### src/rtl/home_event_scheduler.sv
// Home-monitor event scheduler: detects lights/plugs/temperature changes and issues one report
// word at a time (round-robin between sources) on a valid/ready link to the recorder.
module home_event_scheduler #(
    parameter int TEMP_DELTA = 2,
    parameter int TEMP_RESET = 20,
    parameter int HEARTBEAT  = 64
) (
    input  logic       clk,
    input  logic       rst,
    input  logic       lights,
    input  logic       plugs,
    input  logic [4:0] temperature,
    input  logic       data_ready,
    output logic       data_valid,
    output logic [5:0] data,
    output logic       lights_old,
    output logic       plugs_old,
    output logic [4:0] temperature_old
);

    localparam bit HB_EN  = (HEARTBEAT > 0);
    localparam int HB_MAX = (HEARTBEAT > 0) ? HEARTBEAT - 1 : 0;
    localparam int HB_W   = (HEARTBEAT > 2) ? $clog2(HEARTBEAT) : 1;

    typedef enum logic [1:0] {SRC_L, SRC_P, SRC_T} src_t;
    typedef enum logic {IDLE, WAIT} state_t;

    state_t          state, state_next;
    src_t            ptr, gsel;
    logic            grant;
    logic            s_l, s_p;
    logic [4:0]      s_t;
    logic [HB_W-1:0] hb_cnt;
    logic            hb_flag;
    logic [5:0]      t_delta;
    logic            pend_l, pend_p, pend_t;
    logic [5:0]      word;

    // Magnitude of a - b, computed one bit wider so the subtraction cannot wrap.
    function automatic logic [5:0] abs_diff(input logic [4:0] a, input logic [4:0] b);
        logic signed [5:0] d;
        d = $signed({1'b0, a}) - $signed({1'b0, b});
        return d[5] ? $unsigned(-d) : $unsigned(d);
    endfunction

    assign t_delta = abs_diff(s_t, temperature_old);
    assign pend_l  = (s_l != lights_old);
    assign pend_p  = (s_p != plugs_old);
    assign pend_t  = (t_delta >= 6'(TEMP_DELTA)) || hb_flag;

    always_ff @(posedge clk or negedge rst) begin
        if (!rst) state <= IDLE;
        else      state <= state_next;
    end

    always_comb begin
        state_next = state;
        grant      = 1'b0;
        gsel       = ptr;
        case (state)
            IDLE: begin
                if (pend_l || pend_p || pend_t) begin
                    grant      = 1'b1;
                    state_next = WAIT;
                    // Search starts just after the last granted source.
                    case (ptr)
                        SRC_L:   gsel = pend_p ? SRC_P : (pend_t ? SRC_T : SRC_L);
                        SRC_P:   gsel = pend_t ? SRC_T : (pend_l ? SRC_L : SRC_P);
                        default: gsel = pend_l ? SRC_L : (pend_p ? SRC_P : SRC_T);
                    endcase
                end
            end
            WAIT: begin
                if (data_ready) state_next = IDLE;
            end
            default: state_next = IDLE;
        endcase
    end

    always_comb begin
        case (gsel)
            SRC_L:   word = {5'b00000, s_l};
            SRC_P:   word = {2'b01, 3'b000, s_p};
            default: word = {1'b1, s_t};
        endcase
    end

    always_ff @(posedge clk or negedge rst) begin
        if (!rst) begin
            s_l             <= 1'b0;
            s_p             <= 1'b0;
            s_t             <= 5'(TEMP_RESET);
            lights_old      <= 1'b0;
            plugs_old       <= 1'b0;
            temperature_old <= 5'(TEMP_RESET);
            data            <= '0;
            data_valid      <= 1'b0;
            ptr             <= SRC_T;
            hb_cnt          <= '0;
            hb_flag         <= 1'b0;
        end else begin
            s_l <= lights;
            s_p <= plugs;
            s_t <= temperature;
            if (grant) begin
                data       <= word;
                data_valid <= 1'b1;
                ptr        <= gsel;
                case (gsel)
                    SRC_L:   lights_old      <= s_l;
                    SRC_P:   plugs_old       <= s_p;
                    default: temperature_old <= s_t;
                endcase
            end else if (state == WAIT && data_ready) begin
                data_valid <= 1'b0;
            end
            // Heartbeat restarts on any temperature grant, whatever its cause.
            if (HB_EN) begin
                if (grant && gsel == SRC_T) begin
                    hb_cnt  <= '0;
                    hb_flag <= 1'b0;
                end else if (hb_cnt == HB_W'(HB_MAX)) begin
                    hb_flag <= 1'b1;
                end else begin
                    hb_cnt <= hb_cnt + HB_W'(1);
                end
            end
        end
    end

endmodule

### config.mk
export PLATFORM = sky130hd
export DESIGN_NAME = home_event_scheduler
export DESIGN_NICKNAME = d
export VERILOG_FILES = /design/src/rtl/home_event_scheduler.sv
export SDC_FILE = /design/constraint.sdc
export NUM_CORES = 1
export LEC_CHECK = 0
export CAP_MARGIN = 20
export CORE_MARGIN = 2
export CORE_UTILIZATION = 30
export CTS_BUF_LIST = sky130_fd_sc_hd__clkbuf_4 sky130_fd_sc_hd__clkbuf_8
export DETAILED_ROUTE_END_ITERATION = 7
export PLACE_DENSITY = 0.47
export SLEW_MARGIN = 20
export SYNTH_ARGS = -nofsm -noshare
export SYNTH_HDL_FRONTEND = slang
export SYNTH_SLANG_ARGS = --single-unit
### constraint.sdc
create_clock -name clk -period 4.54 [get_ports clk]
set_input_delay 0.908 -clock clk [delete_from_list [all_inputs] [get_ports clk]]
set_output_delay 0.908 -clock clk [all_outputs]
set_load 0.05 [all_outputs]
Word-level counts from Yosys, hierarchy flattened
Index checks and enable logic that the tools add are counted.
- reduce and logical (&&, ||, !) cells: 13
- bitwise operators: 2
- $add $sub $neg: 3
- order comparisons: 1
- muxes and demuxes: 21
- equality and inequality tests: 7
- operator list (cell ; number):
    $mux W6 ; 3
    $mux W2 ; 7
    $pmux W6 S2 ; 1
    $mux W1 ; 8
    $add A6 B1 Y6 const B ; 1
    $eq A6 B6 Y1 const B ; 1
    $ge A6 B2 Y1 const B ; 1
    $neg A6 Y6 ; 1
    $reduce_and A2 Y1 ; 3
    $sub A5 B5 Y6 ; 1
    $eq A2 B1 Y1 const B ; 2
    $logic_not A2 Y1 ; 2
    $pmux W2 S2 ; 1
    $reduce_bool A2 Y1 ; 2
    $logic_or A1 B1 Y1 ; 3
    $eq A2 B2 Y1 const B ; 1
    $logic_and A1 B1 Y1 ; 2
    $ne A1 B1 Y1 ; 2
    $ne A2 B2 Y1 const B ; 1
    $not A1 Y1 ; 2
    $pmux W1 S2 ; 1
    $reduce_or A2 Y1 ; 1
- input port bits: 10
- register bits after elaboration: 31
- output and inout port bits: 14

Longest topological paths before layout
- word-level depth: 14
- gate-level depth with buffers: 11

Worst setup path before layout
No wires, ideal clock.
- kind: register -> register
- start point: register temperature_old[0]
- end point: register plugs_old
- arrival: 2.971 ns
- stages on the path, launching flop included: 11
- data required time: 4.422 ns
- setup slack: 1.451 ns
- library setup time: 0.118 ns
- buffers on the path: 1
- period minus slack after synthesis: 3.089 ns
- cells stage by stage: dfrtp_1 -> ha_1 -> fa_1 -> ha_1 -> xor2_1 -> or3_1 -> mux2i_1 -> o311ai_4 -> buf_6 -> a31o_1 -> a21o_1
- cells in the longest elaborated chain, start to end: 12
- elaborated cells on any way between the ends: 16
- RTL lines (what ; line ; text):
    start, declared ; 18 ; output logic [4:0] temperature_old
    start signal, assigned ; 95 ; temperature_old <= 5'(TEMP_RESET);
    start signal, assigned ; 112 ; default: temperature_old <= s_t;
    $sub A5 B5 Y6 * ; 42 ; d = $signed({1'b0, a}) - $signed({1'b0, b});
    $neg A6 Y6 ; 43 ; return d[5] ? $unsigned(-d) : $unsigned(d);
    $mux W6 * ; 43 ;
    $ge A6 B2 Y1 * ; 49 ; assign pend_t = (t_delta >= 6'(TEMP_DELTA)) || hb_flag;
    $logic_or A1 B1 Y1 * ; 49 ;
    $mux W2 (2 in a row) ; 67 ; SRC_L: gsel = pend_p ? SRC_P : (pend_t ? SRC_T : SRC_L);
    $pmux W2 S2 ; 66 ; case (ptr)
    $mux W2 ; 62 ; if (pend_l || pend_p || pend_t) begin
    $mux W2 ; 60 ; case (state)
    $eq A2 B1 Y1 ; 109 ; case (gsel)
    $reduce_and A2 Y1 (no line) * ; n/a ;
    end signal, assigned ; 111 ; SRC_P: plugs_old <= s_p;
    end, declared ; 17 ; output logic plugs_old,
Every way passes the cells marked *; elsewhere a longest branch is shown, timed or not.
A chain may end at the register's enable or synchronous reset.

Worst setup path in the final report
- start point: register temperature_old[0]
- end point: register temperature_old[0]
- cells in the longest elaborated chain, start to end: 14
- elaborated cells on any way between the ends: 19
- RTL lines (what ; line):
    $sub A5 B5 Y6 * ; 42
    $neg A6 Y6 ; 43
    $mux W6 * ; 43
    $ge A6 B2 Y1 * ; 49
    $logic_or A1 B1 Y1 * ; 49
    $mux W2 (2 in a row) ; 67
    $pmux W2 S2 ; 66
    $mux W2 ; 62
    $mux W2 ; 60
    $eq A2 B1 Y1 / $logic_not A2 Y1 (equally long branches) ; 109
    $reduce_or A2 Y1 (no line) ; n/a
    $not A1 Y1 (no line) ; n/a
    $reduce_and A2 Y1 (no line) * ; n/a
Marks and branches as above.

==> results.yml <==
placement:
  dp_cells: 258
  port_buffers: 23
  dpl-instance-area_mm2: 0.00204
  hpwl_um: 2740
  gp_congestion: 0.767
synth:
  synth-warning-count: 0
  synthAdderAreaFrac: 0.0615
  synthTopCellsByArea: "dfrtp_1, dfstp_2, ha_1"
  synth.avg_cell_area_um2: 10.4
  netlist_instances: 168
  ys_seq_elements: 31
  synth_top_family_by_area: "compound AO/OA/AOI/OAI gates"
  synth_xor_area_frac: 0.0443
  syn_area_mm2: 0.00175
  synth-simple-area-share: 0.122
  synth_ff_type: "dfrtp_1"
  synth.top_cells.by_count: "dfrtp_1, inv_1, a21oi_1, nand2_1"
  synthArstFlopShare: 1.00
  synthDistinctLibCells: 50
  yosysSeqAreaShare: 0.447
  yosysMostFrequentCell: "dfrtp_1"
  synth.top_cell.area_share: 0.372
  yosys-mux-area-fraction: 0.0522
  synth-edff-count: 0
  synth_compound_gate_area_share: 0.217
  synth_top_area_cell: "dfrtp_1"
  syn_nets: 186
die:
  ios: 24
  die_area_mm2: 0.00646
  die_w_um: 80.4
  start_util: 0.314
  core_mm2: 0.00557
  chipHeight_um: 80.4
  rows: 27
worst_setup_path:
  required_ps: 4700
  worstSetupPathType: "reg2reg"
  cp_top_family: "adder cells"
  critPathMostFrequentCell: "ha_1"
  worstPathCellList: "ha_1, fa_1, ha_1, nand2_2, o211a_1, o311ai_4, nand3_2, mux2_1"
  critPathBufInv: 0
  crit_path_end_kind: "register"
  crit_path_max_fanout: 14
  cp_slowest_cell: "o311ai_4"
  cp-start-kind: "register"
  slowest_delay_ps: 610
  cp.arrival_ps: 3540
timing:
  finalHoldViolCount: 0
  slew_viol_final: 0
  maxSlewHeadroom: 0.554
  period_minus_slack_ps: 3380
  post-route-period-util: 0.744
  fmax_mhz: 296
  final-setup-viol-count: 0
  fin_skew_ps: 5.50
  fin_hold_ws_ps: 488
  worstMarginPinSlew_ps: 668
  setup_tns_ps: 0
  rsz0062_at_grt: "false"
detailed_routing:
  ant_nets: 0
  wl_per_cell_um: 14.3
  detail_route.first_pass.iterations: 4
  drt_iter0_drc: 52
  wirelength_um: 3800
  drc: 0
  via_per_inst: 5.18
  vias: 1373
final_layout:
  drive_above_1_share: 0.124
  num_antenna_cells: 0
  area_growth_pct: 21.6
  fin_nets: 211
  post-route-util: 0.382
  fin_area_mm2: 0.00213
  fillers: 558
  finalNonFillerCells: 265
global_routing:
  grt_max_degree: 32
  track_usage: 0.132
  overflow: 0
  grt_pass1_wl_um: 6460
  antenna_found_initial: 0
  grt_pass1_vias: 1366
pwr:
  vdd_ir_drop_max_uv: 304
  leakagePower_nw: 0.960
  power_per_cell_area_mw_per_mm2: 841
clock_network:
  clock_latency_ps: 280
  cts_root_buffer: "clkbuf_8"
  clock_sink_count: 31
  numCtsBuffers: 5
  clk_pin_slew_ps: 60
  post-cts-setup-buffer-count: 0
  cts_htree_levels: 2
  hold_buffers: 0
  cts_tree: "done"
  cts_resized: 0
  clockBufferDepth: 2
worst_hold_path:
  hold_class: "reg2reg"
job:
  maxCapViolations: 0
run_status:
  outcome: "completed"
==> per-layer routing <==
metal | share of wire | global-route usage
met1 | 0.46 | 0.170
met5 | 0 | 0
met2 | 0.46 | 0.204
met3 | 0.054 | 0.0416
met4 | 0.020 | 0.0525
==> report_power, final <==
group	total (mW)	switching, mW	internal [mW]	leakage (nW)
registers	0.488	0.102	0.386	0.368
logic	1.08	0.670	0.411	0.544
clock network	0.219	0.101	0.119	0.0470
==> worst paths after layout <==
path	cells after the start	to	slack, ps	start
max in group asynchronous	2	s_t[4]	3180	rst
setup / recovery	8	temperature_old[0]	1160	temperature_old[0]
hold / removal	1	temperature_old[0]	490	s_t[0]
hold reg to reg	1	temperature_old[0]	490	s_t[0]
min in group asynchronous	2	data[2]	1030	rst
setup reg to reg	8	temperature_old[0]	1160	temperature_old[0]
==> kinds of logic (layout without fill, tap and decap cells) <==
| logic type | count (synthesis) | in the layout |
|---|---|---|
| xor gates and xnor gates | 8 | 8 |
| muxes | 9 | 9 |
| adders and majority gates | 8 | 8 |
| buffers and inverters | 22 | 47 |
| AOI/OAI and AO/OA | 48 | 48 |
| and+or+nand+nor | 42 | 42 |
| DFF | 31 | 31 |
==> metrics by stage <==
stage	setup WS (ps)	power [mW]
global route	944	1.92
global placement	1210	1.55
CTS	1140	1.80
floorplan	1450	1.32
detailed placement	1160	1.57
finish	1160	1.79
==> sequential cells by signal, indices dropped and copies added, names as in the netlist <==
register	count
data	6
temperature_old	5
lights_old	1
plugs_old	1
hb_flag	1
ptr	2
hb_cnt	6
s_p	1
data_valid	1
s_t	5
state	1
s_l	1
==> final cells by class <==
class / count / area (um2) / share of cell area
inverters: 16 / 60.1 / 0.0282
clock buffers: 6 / 82.6 / 0.0388
flip-flops and latches: 31 / 782 / 0.368
repair buffers: 24 / 238 / 0.112
well taps: 72 / 90.1 / 0.0424
multi-input cells: 115 / 870 / 0.409
clock inverters: 1 / 5.00 / 0.00235
==> layout by cell type (no fill, tap or decap), drive strengths merged, types with 2 or more instances in the layout <==
cell type and count:
clkdlybuf4s50 23, dfstp 5, nor2 7, o2bb2ai 4
o311ai 2, a31oi 3, and3 3, mux2i 8
a21oi 11, xnor2 4, nand2b 2, nand2 11
o31ai 2, o22ai 2, nor3 2, xor2 4
o211a 3, dfrtp 26, clkbuf 6, ha 7
nand3 9, nand3b 2, a21boi 2, or2 2
inv 16, o21ai 7
No activity file was read; power rests on OpenSTA's default activity.
